[src/rtl/fe_sdf_feedback.sv]
// Single-path delay feedback (SDF) FFT stage front end: delay line, phase control
// and output mux around an external combinational radix-2 butterfly.
//
// Ports:
//   clk, rst_async_n        : clock, asynchronous active-low reset
//   i_valid, i_data[I/Q]    : serial complex input samples (NBW_IN signed)
//   o_bf_valid, o_bf_data   : butterfly operands [leg][I/Q], leg 0 = delayed,
//                             leg 1 = current sample (NBW_IN signed)
//   i_bf_data               : butterfly results [leg][I/Q] (NBW_OUT signed)
//   o_valid, o_data[I/Q]    : registered serial stage output (NBW_OUT signed)

module fe_sdf_feedback #(
    parameter int NBW_IN  = 'd8,
    parameter int NBW_OUT = NBW_IN + 1,
    parameter int NBW_L   = 'd2
) (
    input  logic                      clk,
    input  logic                      rst_async_n,
    input  logic                      i_valid,
    input  logic signed [NBW_IN-1:0]  i_data    [1:0],
    output logic                      o_bf_valid,
    output logic signed [NBW_IN-1:0]  o_bf_data [1:0][1:0],
    input  logic signed [NBW_OUT-1:0] i_bf_data [1:0][1:0],
    output logic                      o_valid,
    output logic signed [NBW_OUT-1:0] o_data    [1:0]
);

    localparam int L = 2 ** NBW_L;
    localparam logic [NBW_L:0] CNT_LAST = (NBW_L + 1)'(2 * L - 1);
    localparam logic [NBW_L:0] CNT_ONE  = (NBW_L + 1)'(1);

    // Block sample counter; the MSB selects fill (0) or compute (1) phase.
    logic [NBW_L:0] cnt;
    logic           phase;
    logic           primed;
    logic           wrap;

    // line[L-1] is the oldest word (tail), line[0] the newest.
    logic signed [NBW_OUT-1:0] line     [L][2];
    logic signed [NBW_OUT-1:0] shift_in [2];
    logic signed [NBW_OUT-1:0] path     [2];

    assign phase = cnt[NBW_L];
    assign wrap  = i_valid && (cnt == CNT_LAST);

    always_comb begin
        for (int c = 0; c < 2; c++) begin
            shift_in[c] = NBW_OUT'(i_data[c]);
            path[c]     = line[L-1][c];
            if (phase) begin
                // Difference leg is recirculated, sum leg goes out now.
                shift_in[c] = i_bf_data[1][c];
                path[c]     = i_bf_data[0][c];
            end
        end
    end

    // The tail is a sign-extended input word whenever phase=1, so the
    // truncation back to NBW_IN bits loses nothing where it matters.
    always_comb begin
        o_bf_valid = phase && i_valid;
        for (int c = 0; c < 2; c++) begin
            o_bf_data[0][c] = NBW_IN'(line[L-1][c]);
            o_bf_data[1][c] = i_data[c];
        end
    end

    always_ff @(posedge clk or negedge rst_async_n) begin
        if (!rst_async_n) begin
            cnt     <= '0;
            primed  <= 1'b0;
            o_valid <= 1'b0;
            for (int c = 0; c < 2; c++) begin
                o_data[c] <= '0;
            end
            for (int k = 0; k < L; k++) begin
                line[k][0] <= '0;
                line[k][1] <= '0;
            end
        end else begin
            // The first fill block after reset outputs stale zeros: suppress.
            o_valid <= i_valid && (phase || primed);
            if (i_valid) begin
                cnt <= wrap ? '0 : cnt + CNT_ONE;
                if (wrap) begin
                    primed <= 1'b1;
                end
                for (int k = L - 1; k > 0; k--) begin
                    line[k] <= line[k-1];
                end
                for (int c = 0; c < 2; c++) begin
                    line[0][c] <= shift_in[c];
                    o_data[c]  <= path[c];
                end
            end
        end
    end

endmodule
[config.mk]
export PLATFORM = sky130hd
export DESIGN_NAME = fe_sdf_feedback
export DESIGN_NICKNAME = d
export VERILOG_FILES = /design/src/rtl/fe_sdf_feedback.sv
export SDC_FILE = /design/constraint.sdc
export NUM_CORES = 1
export LEC_CHECK = 0
export ABC_CLOCK_PERIOD_IN_PS = 3440
export BUFFER_PORTS_ARGS = -buffer_cell sky130_fd_sc_hd__buf_2
export CAP_MARGIN = 10
export CORE_ASPECT_RATIO = 0.7
export CORE_MARGIN = 3
export CORE_UTILIZATION = 44
export CTS_CLUSTER_SIZE = 24
export DETAILED_ROUTE_END_ITERATION = 10
export GPL_TIMING_DRIVEN = 1
export PLACE_DENSITY = 0.74
export SLEW_MARGIN = 20
export SYNTH_ARGS = -nofsm -noshare
export SYNTH_HDL_FRONTEND = slang
export SYNTH_SLANG_ARGS = --single-unit
[constraint.sdc]
create_clock -name clk -period 3.44 [get_ports clk]
set_clock_uncertainty 0.05 [all_clocks]
set_input_delay 0.344 -clock clk [delete_from_list [all_inputs] [get_ports clk]]
set_output_delay 0.344 -clock clk [all_outputs]
set_load 0.02 [all_outputs]
# ---- Word level (Yosys, flattened, before mapping)
# Index checks and enable logic that the tools add are counted.
# W data, S select, Z words.
dict set report classes {
  add_sub_neg 1
  mul 0
  div_mod_pow 0
  n_lt_le_gt_ge 0
  eq_ne 1
  n_shift 0
  n_mux 5
  bitwise 0
  n_reduce_logical 5
}
# op count
set op_table {}
lappend op_table {{$mux W9} 4}
lappend op_table {{$add A3 B1 Y3 const B} 1}
lappend op_table {{$eq A3 B3 Y1 const B} 1}
lappend op_table {{$logic_and A1 B1 Y1} 3}
lappend op_table {{$mux W3} 1}
lappend op_table {{$reduce_and A2 Y1} 1}
lappend op_table {{$logic_or A1 B1 Y1} 1}
dict set report totals {
  regBits 95
  latchBits 0
  mem_bits_rw 0
  mem_bits_ro 0
  inputBits 55
  out_inout_bits 52
  wordCells 25
  memories 0
}

# ---- Depth between registers and ports, before layout
# Gate-level depths: netlist of run 1.
dict set report logic_depth {
  ltp_word 3
  mapped_depth 5
  depth_no_buf 4
}

# ---- Least setup slack after synthesis of run 1
# Ideal clock, no wire load.
dict set report synth_path {
  path_kind {reg2out}
  from {register cnt[2]}
  to {output o_bf_valid}
  arrival_time_ns 0.969
  required_time_ns 3.046
  slack_ns 2.077
  path_stages_with_launch 5
  n_path_buf 3
  cell_sequence {dfrtp_1 buf_4 buf_8 buf_12 and2_1}
}
dict set report synth_via {
  elab_chain_len 1
}
# item line_no
set synth_lines {}
lappend synth_lines {{from (decl)} 33} ;# logic [NBW_L:0] cnt;
lappend synth_lines {{from (signal assigned)} 84} ;# cnt <= wrap ? '0 : cnt + CNT_ONE;
lappend synth_lines {{$logic_and A1 B1 Y1} 61} ;# o_bf_valid = phase && i_valid;
lappend synth_lines {{to (decl)} 21} ;# output logic o_bf_valid,
# Every way passes these cells.

# ---- Worst setup path in the final report of run 1
# Same ends and word-level chain as after synthesis.

==> summary.md, run 1 <==
| Metric | Value |
|---|---|
| Final hold violations | 0 |
| Top cell type by total area after synthesis | sky130_fd_sc_hd__dfrtp_1 |
| Post-CTS Repair Setup Buffers | 0 |
| Top delay family on crit path | flip-flops |
| Outcome | finished, final reports clean |
| Xor and xnor fraction of the mapped netlist area | 0% |
| Boundary pin count | 107 |
| Number of warnings issued by yosys | 0 |
| Pins over their slew limit | 0 |
| Average instance area after synthesis | 12.88 um^2 |
| Leading post-synthesis cells by instance count | 95 x sky130_fd_sc_hd__dfrtp_1, 54 x sky130_fd_sc_hd__mux2_2, 41 x sky130_fd_sc_hd__buf_4 |
| Routed wirelength normalized by instance count | 14.04 um |
| Drt total wl | 7259 um |
| Number of filler cells placed in the layout | 772 |
| Cell with the most instances after synthesis | sky130_fd_sc_hd__dfrtp_1 |
| Multiplexer fraction of the synthesized cell area | 23.59% |
| Number of nets produced by synthesis | 379 |
| Initial DRC count | 127 |
| Buffering stage count on the worst path with inverters included | 1 |
| Final core area utilization | 54.33% |
| Cell variety after synth | 19 |
| Path category of the worst min-delay check | in -> reg |
| Final critical-path required period | 1828 ps |
| Worst Setup End Kind | primary output |
| Gate count after technology mapping | 322 |
| Power density over cell area | 761.7 mW/mm^2 |
| Cell chain of the critical path | and2_1 > buf_2 |
| Switching fraction of total power | 31.74% |
| Initial antenna violation count | 2 |
| Slowest Stage Delay on Critical Path | 740 ps |
| Clock root buffer | sky130_fd_sc_hd__clkbuf_16 |
| WL met3 | 546 um |
| Number of antenna repair diodes | 0 |
| Post-synthesis sequential element count | 95 |
| Number of buffers added by the clock tree synthesis step | 9 |
| Synth top area cells | sky130_fd_sc_hd__dfrtp_1 57%, sky130_fd_sc_hd__mux2_2 15%, sky130_fd_sc_hd__mux2i_1 8.9% |
| Global placer's final weighted congestion | 0.7031 |
| Gates resized, CTS repair | 0 |
| Sequential share of power | 47.1% |
| Fin nets | 450 |
| Worst slew pin tran | 648.1 ps |
| Clock latency reported for the late side of the worst-skew pair | 340 ps |
| Data required time of the critical path | 3050 ps |
| Post-synthesis share of cell area spent on full adders, half adders and majority gates | 0.6033% |
| Internal Dissipation | 2.484 mW |
| Peak fanout along the critical path | 21 |
| Aggregate global routing overflow | 0 |
| Achievable Freq | 547.0 MHz |
| Clock transition at the registers of the reported paths | 60 ps |
| Post-route DRC violation count | 0 |
| Worst vdd ir | 0.3364 mV |
| Final setup violation count | 0 |
| Arrival time of the worst setup path | 1430 ps |
| CTS tree | built |
| Total vias in the final route | 2491 |
| Overall die width | 122.0 um |
| Net switching power | 1.155 mW |
| Effective utilization at floorplan | 47.17% |
| Start-to-end type of the worst setup path | reg -> out |
| Final-layout setup total negative slack | 0 ps |
| Pin count of the biggest net entering global routing | 82 |
| Overall die height | 87.23 um |
| Placeable Area | 0.008793 mm^2 |
| Proportion of netlist area held by the largest area contributor | 57.32% |
| Simple-Gate Fraction of Synth Area | 3.741% |
| Main combinational cell family by area after synthesis | multiplexers |
| Complex-gate fraction of the synthesized area | 4.977% |
| Die area | 0.01065 mm^2 |
| Met1 wire length | 3102 um |
| Proportion of synthesized flip-flops having asynchronous set or reset | 100.0% |
| Share of post-route cells with drive strength above 1 | 44.84% |
| RSZ-0062 raised after global routing | false |
| Part of the power in the clock network | 24.6% |
| Slowest library cell on the worst path | sky130_fd_sc_hd__dfrtp_2 |
| Max transition margin | 56.80% |
| Number of detailed-routing iterations run before antenna repair | 6 |
| Number of sinks driven by the clock tree | 95 |
| Dominant register cell in the synthesized netlist | sky130_fd_sc_hd__dfrtp_1 |
| Crit start category | flop |
| First-pass GRT wire length | 11960 um |
| Post-synth design cell area | 0.004148 mm^2 |
| Quantity of I/O buffers inserted on ports | 106 |
| Via count of the first global-routing pass | 2487 |
| Number of enable flip-flop cells after synthesis | 0 |
| Maximum capacitance violations | 0 |
| Number of H-tree levels | 3 |
| Area Overhead vs Synth | 15.17% |
| Portion of the post-synthesis area used by sequential elements | 57.32% |
| Combinational group share of total power | 28.3% |
| Post-route clock period utilization | 53.15% |
| Post-detail-place hpwl | 5118 um |
| Highest metal used | met5 |
| Met2 WL post-DR | 3516 um |
| Via density per instance | 4.818 |
| Number of standard-cell rows in the floorplan | 28 |
| Global-route total usage across every layer | 14.56% |
| Post-route antenna net violation count | 0 |
| Leak pwr | 2.149 nW |
| Largest buffer count on any clock path | 2 |
## layout make-up
| cell class | instances | area [um^2] | area share (%) |
|---|---|---|---|
| clock buffers | 14 | 264.0 | 5.526 |
| clock inverters | 1 | 5.005 | 0.1048 |
| inverters | 3 | 11.26 | 0.2357 |
| multi-input cells | 172 | 1365 | 28.58 |
| flip-flops and latches | 95 | 2379 | 49.79 |
| well taps | 120 | 150.1 | 3.143 |
| repair buffers | 112 | 603.1 | 12.62 |
## flip-flops by register name (all words and copies together) (netlist names)
register / count
primed: 1
o_valid: 1
cnt: 3
o_bf_data: 16
line: 56
o_data: 18
## worst register-to-register path, stage by stage (launching register included)
cell and delay (ps):
sky130_fd_sc_hd__dfrtp_2 740, sky130_fd_sc_hd__buf_4 450, sky130_fd_sc_hd__mux2i_1 300, sky130_fd_sc_hd__a21oi_1 100
## final timing paths
check / cells past startpoint / endpoint / startpoint / slack (ps)
max reg2reg: 3 / line[61] / cnt[2] / 1660
min in group asynchronous: 2 / o_data[17] / rst_async_n / 390
max: 2 / o_bf_valid / cnt[2] / 1610
min: 3 / line[70] / i_bf_data[25] / 260
max in group asynchronous: 4 / line[64] / rst_async_n / 2120
min reg2reg: 1 / primed / primed / 410
## through the flow
stage	cells	instance area, um^2	hold WS [ps]	setup slack (ps)	power [mW]
floorplan	322	4148	-1.591	2077	2.566
global placement	500	4471	390.5	1550	2.719
detailed placement	500	4471	400.0	1511	2.784
CTS	515	4740	162.3	1573	3.687
global route	517	4777	260.9	1501	3.879
finish	517	4777	261.9	1612	3.639
## cells by family after synthesis
| group | after synthesis |
|---|---|
| DFF | 95 |
| muxes | 91 |
| buffers and inverters | 55 |
| AOI/OAI and AO/OA | 40 |
| and+or+nand+nor | 39 |
| adders and majority gates | 2 |
## routing by layer
metal	up-vias	GRT usage, %
met1	1196	17.99
met4	4	3.052
met3	11	6.429
met2	74	23.95
met5	-	0
li1	1206	-
## power groups by stage
stage | Clock, mW | Combinational [mW] | Sequential, mW
floorplan | 0 | 0.835 | 1.73
global placement | 0 | 1.01 | 1.71
detailed placement | 0 | 1.05 | 1.74
CTS | 0.919 | 1.05 | 1.72
global route | 0.973 | 1.13 | 1.77
finish | 0.895 | 1.03 | 1.71
## layout by cell type, fill, tap and decap left out
| cell | n |
|---|---|
| sky130_fd_sc_hd__a21o_1 | 1 |
| sky130_fd_sc_hd__a21oi_1 | 36 |
| sky130_fd_sc_hd__and2_1 | 1 |
| sky130_fd_sc_hd__buf_16 | 1 |
| sky130_fd_sc_hd__buf_2 | 104 |
| sky130_fd_sc_hd__buf_4 | 6 |
| sky130_fd_sc_hd__clkbuf_1 | 3 |
| sky130_fd_sc_hd__clkbuf_16 | 9 |
| sky130_fd_sc_hd__clkbuf_8 | 2 |
| sky130_fd_sc_hd__clkinv_2 | 1 |
| sky130_fd_sc_hd__dfrtp_1 | 94 |
| sky130_fd_sc_hd__dfrtp_2 | 1 |
| sky130_fd_sc_hd__dlygate4sd3_1 | 1 |
| sky130_fd_sc_hd__ha_1 | 2 |
| sky130_fd_sc_hd__inv_1 | 3 |
| sky130_fd_sc_hd__mux2_2 | 54 |
| sky130_fd_sc_hd__mux2i_1 | 37 |
| sky130_fd_sc_hd__nand2b_1 | 1 |
| sky130_fd_sc_hd__nand3b_1 | 1 |
| sky130_fd_sc_hd__nor2_1 | 36 |
| sky130_fd_sc_hd__o21a_1 | 1 |
| sky130_fd_sc_hd__o21ai_0 | 1 |
| sky130_fd_sc_hd__o22ai_1 | 1 |
## repair_timing
item | CTS | global route
hold endpoints to repair | 0 | 19
hold buffers | 0 | 1
setup endpoints to repair | 0 | 0
No activity file was read; power rests on OpenSTA's default activity.
==> run 2, diff against run 1 <==
Settings changed: ABC_CLOCK_PERIOD_IN_PS 3440 to 1600, PLACE_DENSITY 0.74 to 0.77.
Clock period 3.44 ns to 1.6 ns, I/O delays scaled along.
==> summary.md, run 2 (same netlist as run 1, synthesis figures left out) <==
| Metric | Value |
|---|---|
| Outcome | finished, final reports clean |
| Overall power of the completed layout | 7.943 mW (+120%) |
| Worst Setup End Kind | primary output |
| Post-route clock period utilization | 89.32% |
| Overall die width | 122.0 um (unchanged) |
| Global-route total usage across every layer | 14.80% (+0.24 points) |
| Number of standard-cell rows in the floorplan | 28 (unchanged) |
| Share of post-route cells with drive strength above 1 | 45.25% (+0.41 points) |
| Placeable Area | 0.008793 mm^2 (unchanged) |
| Number of detailed-routing iterations run before antenna repair | 4 (-2) |
| Boundary pin count | 107 (unchanged) |
| Buffering stage count on the worst path with inverters included | 1 (unchanged) |
| Worst vdd ir | 0.8851 mV (+160%) |
| Final setup violation count | 0 (unchanged) |
| Top delay family on crit path | flip-flops |
| Largest buffer count on any clock path | 2 (unchanged) |
| Clock root buffer | sky130_fd_sc_hd__clkbuf_16 |
| Post-route cell area | 0.004851 mm^2 (+1.5%) |
| Global placer's final weighted congestion | 0.7091 (+0.85%) |
| Die area | 0.01065 mm^2 (unchanged) |
| Start-to-end type of the worst setup path | reg -> out |
| Leak pwr | 2.182 nW (+1.5%) |
| Slowest Stage Delay on Critical Path | 540 ps (-200 ps) |
| Drt total wl | 7339 um (+1.1%) |
| Final-layout setup total negative slack | 0 ps (unchanged) |
| Most used cells in the layout excluding fill and tap cells | 104 x sky130_fd_sc_hd__buf_2, 94 x sky130_fd_sc_hd__dfrtp_1, 54 x sky130_fd_sc_hd__mux2_2, 37 x sky130_fd_sc_hd__mux2i_1 |
| Effective utilization at floorplan | 47.17% (unchanged) |
| Post-route antenna net violation count | 0 (unchanged) |
| Post-route DRC violation count | 0 (unchanged) |
| Tightest hold margin | 66.20 ps (-195.7 ps) |
| Slowest library cell on the worst path | sky130_fd_sc_hd__dfrtp_2 |
| Worst slew pin tran | 421.0 ps (-227.0 ps) |
| Peak fanout along the critical path | 11 (-48%) |
| Routed wirelength normalized by instance count | 14.11 um (+0.52%) |
| CTS tree | built |
| RSZ-0062 raised after global routing | false |
| Data required time of the critical path | 1390 ps (-1660 ps) |
| Most common cell after layout, fill and taps aside | sky130_fd_sc_hd__buf_2 |
| Arrival time of the worst setup path | 1220 ps (-210 ps) |
| Power density over cell area | 1638 mW/mm^2 (+110%) |
| Fin nets | 453 (+0.67%) |
| Number of antenna repair diodes | 0 (unchanged) |
| Post-detail-place hpwl | 5323 um (+4.0%) |
| Clock transition at the registers of the reported paths | 60 ps (about the same) |
| Gates resized, CTS repair | 0 (unchanged) |
| Flip-flop count of the largest register, all copies and words added | 56 (unchanged) |
| Clock latency reported for the late side of the worst-skew pair | 340 ps (about the same) |
| Pin count of the biggest net entering global routing | 44 (-46%) |
| Aggregate global routing overflow | 0 (unchanged) |
| Quantity of I/O buffers inserted on ports | 106 (unchanged) |
| Final hold violations | 0 (unchanged) |
| Achievable Freq | 699.8 MHz |
| Overall die height | 87.23 um (unchanged) |
| Cell chain of the critical path | and2_1 > buf_2 |
| Number of H-tree levels | 3 (unchanged) |
| Pins over their slew limit | 0 (unchanged) |
| Max transition margin | 71.93% (+15 points) |
| Number of hold buffers added after CTS | 1 (+1) |
| Number of buffers added by the clock tree synthesis step | 9 (unchanged) |
| Initial antenna violation count | 1 (-1) |
| Total vias in the final route | 2520 (+1.2%) |
| Placement-stage cell area | 0.004563 mm^2 (+2.1%) |
| First-pass GRT wire length | 12070 um (+0.93%) |
| Reg with most FFs | line |
| Via density per instance | 4.846 (+0.58%) |
| Area Overhead vs Synth | 16.95% |
| Number of sinks driven by the clock tree | 95 (unchanged) |
| Final critical-path required period | 1429 ps |
| Path category of the worst min-delay check | in -> reg |
| Initial DRC count | 98 (-23%) |
| Maximum capacitance violations | 0 (unchanged) |
| Post-CTS Repair Setup Buffers | 0 (unchanged) |
| Via count of the first global-routing pass | 2547 (+2.4%) |
| Crit start category | flop |
[run 2: final timing paths]
| check | from | endpoint | slack, ps | depth (start not counted) |
|---|---|---|---|---|
| worst min register to register | primed | primed | 410 | 1 |
| worst max register to register | cnt[2] | line[67] | 290 | 3 |
| max in group asynchronous | rst_async_n | line[30] | 700 | 3 |
| min in group asynchronous | rst_async_n | o_data[17] | 250 | 2 |
| worst min-delay path | i_bf_data[23] | line[68] | 70 | 3 |
| worst max-delay path | cnt[2] | o_bf_valid | 170 | 2 |
[run 2: metal layers]
layer / vias to the layer above / global-route usage [%] / part of all wire [%]
met2: 73 / 22.39 / 46
met4: 2 / 3.357 / 0.57
met5: - / 0 / 0.18
li1: 1221 / - / -
met1: 1216 / 19.15 / 45
met3: 8 / 7.597 / 8.5
[run 2: metrics by stage]
stage                     setup slack [ps]  std cells  util, %
after floorplan                      420.9        322        -
after global placement               348.9        504    51.89
after detailed placement             296.5        504    51.89
after CTS                            152.2        520    55.17
after global routing                 92.37        520    55.17
final                                170.9        520    55.17
[run 2: power breakdown]
part           switching (mW)  leakage, nW  total (mW)  internal, mW
Combinational            1.22        0.991        2.32          1.11
Sequential              0.461         1.05        3.62          3.16
Clock                   0.826        0.136        2.00          1.17
[run 2: tightest hold or removal path: stages]
cell	delay (ps)
sky130_fd_sc_hd__buf_2	70
sky130_fd_sc_hd__mux2i_1	50
sky130_fd_sc_hd__a21oi_1	120
[run 2: area by class of cell]
cell class	instances	area (um^2)
fill	742	3943
sequential	95	2379
multi-input combinational	172	1365
timing repair buffer	115	668.1
clock buffer	15	277.8
tap	120	150.1
inverter	3	11.26
